### src/rtl/noc_pkg.sv
// Shared NoC definitions: flit geometry, flit type encoding and transmitter FSM states.
package noc_pkg;

    localparam int FLIT_WIDTH = 64;
    localparam int TYPE_MSB   = 63;
    localparam int TYPE_LSB   = 62;
    localparam int TYPE_WIDTH = TYPE_MSB - TYPE_LSB + 1;

    typedef enum logic [1:0] {
        BODY      = 2'b00,
        HEAD      = 2'b01,
        TAIL      = 2'b10,
        HEAD_TAIL = 2'b11
    } flit_type_t;

    typedef enum logic {
        IDLE   = 1'b0,
        ACTIVE = 1'b1
    } tx_state_t;

    // True for the flit that closes a packet (TAIL or single-flit HEAD_TAIL).
    function automatic logic ends_packet(input flit_type_t t);
        return (t == TAIL) || (t == HEAD_TAIL);
    endfunction

endpackage

### src/rtl/tx_fifo.sv
// Small synchronous FIFO with first-word-fall-through read data and asynchronous reset.
module tx_fifo #(
    parameter int WIDTH = 64,
    parameter int DEPTH = 2
) (
    input  logic             clk,
    input  logic             reset,
    input  logic             push,
    input  logic [WIDTH-1:0] wr_data,
    input  logic             pop,
    output logic [WIDTH-1:0] rd_data,
    output logic             full,
    output logic             empty
);

    localparam int PTR_W = $clog2(DEPTH);
    localparam int CNT_W = $clog2(DEPTH) + 1;

    logic [WIDTH-1:0] mem [DEPTH];
    logic [PTR_W-1:0] wr_ptr, rd_ptr;
    logic [CNT_W-1:0] count;
    logic             do_push, do_pop;

    assign full    = (count == CNT_W'(DEPTH));
    assign empty   = (count == '0);
    assign do_push = push && !full;
    assign do_pop  = pop && !empty;
    assign rd_data = mem[rd_ptr];

    // NOTE: storage is not reset; only pointers and count define which entries are valid.
    always_ff @(posedge clk) begin
        if (do_push) mem[wr_ptr] <= wr_data;
    end

    // NOTE: sequential state uses non-blocking assignments so every register samples pre-edge values.
    always_ff @(posedge clk or posedge reset) begin
        if (reset) begin
            wr_ptr <= '0;
            rd_ptr <= '0;
            count  <= '0;
        end else begin
            if (do_push) wr_ptr <= wr_ptr + PTR_W'(1);
            if (do_pop)  rd_ptr <= rd_ptr + PTR_W'(1);
            case ({do_push, do_pop})
                2'b10:   count <= count + CNT_W'(1);
                2'b01:   count <= count - CNT_W'(1);
                default: count <= count;
            endcase
        end
    end

endmodule

### src/rtl/output_link_tx.sv
// Router output-port transmitter: framing check, flit queue and on/off-gated link driver.
module output_link_tx #(
    parameter int FLIT_WIDTH = noc_pkg::FLIT_WIDTH,
    parameter int FIFO_DEPTH = 2
) (
    input  logic                  clk,
    input  logic                  reset,
    input  logic [FLIT_WIDTH-1:0] flit_i,
    input  logic                  valid_i,
    output logic                  ready_o,
    input  logic                  on_off_i,
    output logic [FLIT_WIDTH-1:0] flit_o,
    output logic                  valid_o,
    output logic                  locked_o,
    output logic                  error_o,
    output logic [15:0]           pkt_count_o
);

    import noc_pkg::*;

    logic                  full, empty, accept, store, violation, pop;
    logic [FLIT_WIDTH-1:0] head_flit;
    flit_type_t            in_type, out_type;
    tx_state_t             state, next_state;

    assign ready_o  = !full;
    assign accept   = valid_i && ready_o;
    assign pop      = !empty && on_off_i;
    assign in_type  = flit_type_t'(flit_i[FLIT_WIDTH-1 -: TYPE_WIDTH]);
    assign out_type = flit_type_t'(head_flit[FLIT_WIDTH-1 -: TYPE_WIDTH]);
    assign locked_o = (state == ACTIVE) || !empty;

    tx_fifo #(
        .WIDTH (FLIT_WIDTH),
        .DEPTH (FIFO_DEPTH)
    ) u_fifo (
        .clk     (clk),
        .reset   (reset),
        .push    (store),
        .wr_data (flit_i),
        .pop     (pop),
        .rd_data (head_flit),
        .full    (full),
        .empty   (empty)
    );

    always_ff @(posedge clk or posedge reset) begin
        if (reset) state <= IDLE;
        else       state <= next_state;
    end

    // NOTE: every output of this block gets a default first, so no path can infer a latch.
    always_comb begin
        next_state = state;
        store      = 1'b0;
        violation  = 1'b0;
        if (accept) begin
            case (state)
                IDLE: begin
                    if (in_type == HEAD) begin
                        store      = 1'b1;
                        next_state = ACTIVE;
                    end else if (in_type == HEAD_TAIL) begin
                        store = 1'b1;
                    end else begin
                        violation = 1'b1;
                    end
                end
                ACTIVE: begin
                    if (in_type == BODY) begin
                        store = 1'b1;
                    end else if (in_type == TAIL) begin
                        store      = 1'b1;
                        next_state = IDLE;
                    end else begin
                        violation = 1'b1;
                    end
                end
                default: next_state = IDLE;
            endcase
        end
    end

    // Dropped flits are still handshaken; only the sticky error records them.
    always_ff @(posedge clk or posedge reset) begin
        if (reset) begin
            flit_o      <= '0;
            valid_o     <= 1'b0;
            error_o     <= 1'b0;
            pkt_count_o <= '0;
        end else begin
            valid_o <= pop;
            if (pop) flit_o <= head_flit;
            if (pop && ends_packet(out_type)) pkt_count_o <= pkt_count_o + 16'd1;
            if (violation) error_o <= 1'b1;
        end
    end

endmodule

### config.mk
export PLATFORM = sky130hd
export DESIGN_NAME = output_link_tx
export DESIGN_NICKNAME = d
export VERILOG_FILES = /design/src/rtl/noc_pkg.sv /design/src/rtl/tx_fifo.sv /design/src/rtl/output_link_tx.sv
export SDC_FILE = /design/constraint.sdc
export NUM_CORES = 1
export LEC_CHECK = 0
export BUFFER_PORTS_ARGS = -buffer_cell sky130_fd_sc_hd__buf_2
export CAP_MARGIN = 10
export CORE_UTILIZATION = 59
export DETAILED_ROUTE_END_ITERATION = 12
export PLACE_DENSITY = 0.91
export RECOVER_POWER = 25
export SETUP_SLACK_MARGIN = 0.2
export SLEW_MARGIN = 20
export SYNTH_ARGS = -nofsm -noshare
export SYNTH_HDL_FRONTEND = slang
export SYNTH_SLANG_ARGS = --single-unit
export TNS_END_PERCENT = 30
### constraint.sdc
create_clock -name clk -period 8.05 [get_ports clk]
set_clock_uncertainty 0.2 [all_clocks]
set_input_delay 0.805 -clock clk [delete_from_list [all_inputs] [get_ports clk]]
set_output_delay 0.805 -clock clk [all_outputs]
set_load 0.005 [all_outputs]
# --- Word-level counts from Yosys, hierarchy flattened ---
# Memory sizes are Yosys's and may differ from the RTL's.
# Cells that the tools add are included.
word_totals:
  ram_bits: 128
  regBits: 87
  mem_count: 1
op_classes:
  n_mux: 18
  bitwise_logic: 1
  n_reduce_logical: 12
  n_eq_ne: 8
  n_addsub: 5
mem_list:
  columns: ["memory", "depth", "width", "rd", "rd_ports_with_merged_regs", "wr", "line", "rtl"]
  rows:
  - ["u_fifo.mem", 2, 64, 1, 0, 1, "tx_fifo.sv:19", "logic [WIDTH-1:0] mem [DEPTH];"]
ops:
  columns: ["operator", "count"]
  rows:
  - ["$add A16 B1 Y16 const B", 1]
  - ["$mux W1", 14]
  - ["$eq A2 B2 Y1 const B", 6]
  - ["$pmux W1 S2", 3]
  - ["$logic_and A1 B1 Y1", 5]
  - ["$eq A2 B1 Y1 const B", 2]
  - ["$logic_not A2 Y1", 2]
  - ["$pmux W2 S2", 1]
  - ["$add A1 B1 Y1 const B", 2]
  - ["$add A2 B1 Y2 const B", 1]
  - ["$logic_not A1 Y1", 2]
  - ["$logic_or A1 B1 Y1", 2]
  - ["$reduce_bool A2 Y1", 1]
  - ["$sub A2 B1 Y2 const B", 1]
  - ["$not A1 Y1", 1]

# --- Longest topological paths before layout ---
depth:
  ltp_word: 8
  depth_mapped: 9
  ltp_nobuf: 6

# --- Cells and area by module ---
# From an unflattened synthesis, not the netlist that was laid out.
hier_totals:
  cells_unflattened: 562
  hier_area_um2: 8271.7
by_module_without_submodules:
  columns: ["mod", "seq_area_each_um2", "instances", "cells_per_inst", "area_each_um2"]
  rows:
  - ["tx_fifo", 3943.8, 1, 218, 5022.3]
  - ["output_link_tx", 2077.0, 1, 344, 3249.4]

# --- Least setup slack after synthesis ---
# Ideal clock, no wire load.
synth_timing:
  path_kind: "input to register"
  start: "input port flit_i[62]"
  end: "memory u_fifo.mem[0][0] (enable)"
  arrival_ns: 3.845
  setup_ns: 0.487
  slack_ns: 3.518
  required_time_ns: 7.363
  path_stages: 3
  path_buffers: 0
  cell_sequence: "xor2_1 -> nand3_1 -> nor2_1"
synth_via:
  elab_chain_len: 8
  elab_cells_between_ends: 13
synth_rtl:
  columns: ["item", "line", "rtl"]
  rows:
  - ["start: declaration", "output_link_tx.sv:8", "input logic [FLIT_WIDTH-1:0] flit_i,"]
  - ["$eq A2 B2 Y1, on equally long branches", "output_link_tx.sv:72, output_link_tx.sv:63", null]
  - ["$mux W1, on equally long branches", "output_link_tx.sv:72, output_link_tx.sv:63", null]
  - ["$mux W1, on equally long branches", "output_link_tx.sv:70, output_link_tx.sv:60", null]
  - ["$pmux W1 S2 *", "output_link_tx.sv:58", "case (state)"]
  - ["$mux W1 *", "output_link_tx.sv:57", "if (accept) begin"]
  - ["$logic_and A1 B1 Y1 *", "tx_fifo.sv:26", "assign do_push = push && !full;"]
  - ["$mux W1 *", "tx_fifo.sv:32", "if (do_push) mem[wr_ptr] <= wr_data;"]
  - ["$mux W1 (not written as such) *", "tx_fifo.sv:32", null]
  - ["end: declaration", "tx_fifo.sv:19", null]
# Every way passes the cells marked *; elsewhere a longest branch is shown, timed or not.

# --- Worst setup path in the final report ---
layout_timing:
  start: "input port flit_i[62]"
  end: "memory u_fifo.mem[1][45] (enable)"
# The elaborated chain is that of the path after synthesis.

==> out/qor.yml <==
floorplan:
  dieArea_um2: 13600
  core_um2: 12700
  die_w_um: 117
  start_util_pct: 61.1
  ios: 152
  die_h_um: 117
  core.rowCount: 41
setup_path:
  setup.worst_path.start_class: "input pin"
  critical_path.cell_chain: "clkbuf_1 > xor2_1 > nand3_1 > nor2_4 > buf_4"
  arrival_ns: 2.81
  cp-end-kind: "flop"
  worstPathRequired_ns: 7.96
  worst-path-stages: 5
  path_delay_family: "simple AND/OR/NAND/NOR gates"
  critPathBufInv: 2
  r2r-end: "u_fifo.mem[1][45]"
  reg2reg_slack_ns: 5.21
  crit_fanout: 38
  r2r_start: "u_fifo.count[0]"
  reg2regPathDepth: 4
  crit_start: "flit_i[62]"
  max_stage_delay_ns: 0.69
  cpMaxStageDelayCell: "nor2_4"
  path_class: "input pin to flop"
  crit_path_end: "u_fifo.mem[1][45]"
yosys:
  netlist_instances: 492
  synth_area_leader_cell: "edfxtp_1"
  synth_cell_types: 27
  syn-cell-area_um2: 7770
  synth-seq-area-share_pct: 77.5
  synth_top_cell_area_share_pct: 49.5
  syn_avg_cell_area_um2: 15.8
  ys_top_cells_by_area: "edfxtp_1 49%, dfrtp_1 28%, mux2i_1 8.2%"
  ys_seq_elements: 215
  yosysWarnings: 0
  syn_nets: 562
finish:
  drive_above_1_share_pct: 23.5
  final_cells: 838
  area_growth_pct: 21.1
  num-nets-final: 719
grt:
  grt-ovfl-total: 0
  antenna_found_initial: 0
  grt_usage_pct: 21.7
  grt_start_max_net_pins: 88
  grt_pass1_wl_um: 22200
  grt_pass1_vias: 4417
drt:
  vias_per_cell: 5.35
  num_vias: 4487
  drt-wirelength-per-cell_um: 17.6
  ant_nets: 0
  drtIter0Drc: 319
  dr.pass1.iters: 5
  wirelength_um: 14800
  drc: 0
sta:
  whs_ns: 0.270
  rsz0062_at_grt: "no"
  period_share_pct: 36.0
  min_period_ns: 2.90
  worst_pin_slew_ns: 0.781
  max-slew-margin-rel_pct: 47.9
  maxSlewViolCount: 0
  tns_ns: 0
  setup_violations: 0
  hold_viol: 0
  fmax_mhz: 345
clocking:
  clk_pin_slew_ns: 0.07
  post_cts_buffers: 0
  cts-hold-fix-buffers: 0
  htree_levels: 1
  cts.sinks: 215
  cts_tree: "built"
  cts_buffer_depth: 3
  cts-root-buf: "clkbuf_16"
  clock_latency_ns: 0.48
  cts_resized: 0
  numCtsBuffers: 22
run:
  maxCapViolations: 0
power_and_ir_drop:
  p_leak_nw: 3.93
  pwr_density_cell_nw_per_um2: 363
  ir_drop_v: 0.000226
place:
  gp_congestion: 0.801
  io_buffers: 151
  placed_cells: 795
  hpwlAfterDp_um: 8960
worst_hold_path:
  hp-class: "input pin to asynchronous set/reset pin"
run_status:
  status: "completed"
==> flip-flops by register name, indices dropped and copies added (netlist names) <==
signal	flops
u_fifo.mem	128
flit_o	64
pkt_count_o	16
u_fifo.count	2
error_o	1
state	1
u_fifo.rd_ptr	1
u_fifo.wr_ptr	1
valid_o	1
==> power breakdown <==
| part | switching [W] | total [W] | leakage, nW | internal (W) |
|---|---|---|---|---|
| sequential | 0.000192 | 0.00167 | 2.25 | 0.00148 |
| clock | 0.000399 | 0.000990 | 0.352 | 0.000591 |
| combinational | 0.000413 | 0.000757 | 1.33 | 0.000344 |
| total | 0.00100 | 0.00342 | 3.93 | 0.00241 |
==> layout by cell type (no fill, tap or decap), drive strengths merged, types with 2 or more instances in the layout <==
cell and count:
edfxtp 128, buf 113, dfrtp 87, clkbuf 74, nand2 68, o21ai 66, mux2i 64, xnor2 18
nand3 7, clkinv 6, nand4 5, and3 5, nor2 4, xor2 3, inv 3, and4 2
ha 2, clkinvlp 2
==> routing by layer <==
metal	GRT usage, %	routed length, µm
met2	37.3	7580
met4	8.27	488
met3	3.89	851
met1	27.8	5860
met5	0	0
==> cell usage after synthesis <==
library cell	count
and3_1	5
nand2b_1	1
nand2_1	68
buf_1	2
inv_1	3
nand4_1	5
nor2_2	1
mux2i_1	64
buf_6	1
nor2_1	3
and4_1	2
mux2_2	1
buf_2	10
clkbuf_1	10
dfrtp_1	87
xnor2_1	18
o21bai_1	1
o21ai_2	1
a31oi_1	1
or3_1	1
xor2_1	3
edfxtp_1	128
ha_1	2
a21o_1	1
o21ai_0	65
nand3_1	7
nor3_4	1
==> through the flow <==
| stage | util [%] | setup WS (ns) | cell area, µm² | power (W) |
|---|---|---|---|---|
| floorplan | - | 3.52 | 7770 | 0.00209 |
| global placement | 68.3 | 4.86 | 8690 | 0.00237 |
| detailed placement | 68.3 | 4.74 | 8690 | 0.00242 |
| CTS | 73.9 | 5.14 | 9410 | 0.00341 |
| global route | 74.0 | 4.98 | 9410 | 0.00359 |
| finish | 74.0 | 5.15 | 9410 | 0.00342 |
==> cell families after synthesis <==
| logic type | Yosys count | synth area share, % |
|---|---|---|
| buf+inv | 26 | 1.51 |
| xor+xnor | 21 | 2.37 |
| mux | 65 | 8.39 |
| compound gates | 69 | 4.57 |
| fa+ha+maj | 2 | 0.322 |
| simple gates | 94 | 5.36 |
| flops | 215 | 77.5 |
==> final cells by class <==
cell class | count | area (µm²)
inverters | 3 | 16.3
clock buffers | 31 | 646
repair buffers | 156 | 779
flip-flops and latches | 215 | 6020
clock inverters | 9 | 73.8
diodes | 1 | 2.50
fillers | 838 | 3310
multi-input cells | 251 | 1660
well taps | 172 | 215
==> worst min-delay path by stage <==
stage / to / slack, ns / depth (start not counted)
finish: flit_o[20] / 0.27 / 2
global route: u_fifo.mem[1][53] / 0.29 / 1
CTS: flit_o[26] / 0.28 / 2
detailed placement: flit_o[26] / 0.27 / 2
global placement: flit_o[15] / 0.26 / 2
floorplan: error_o / 0.27 / 1
==> worst reg2reg max path, stage by stage, from the launching register on <==
cell      delay, ns
dfrtp_1        0.47
nand2b_1       0.21
nand3_1        0.30
nor2_4         0.70
buf_4          0.58
(Power assumes the default switching activity.)
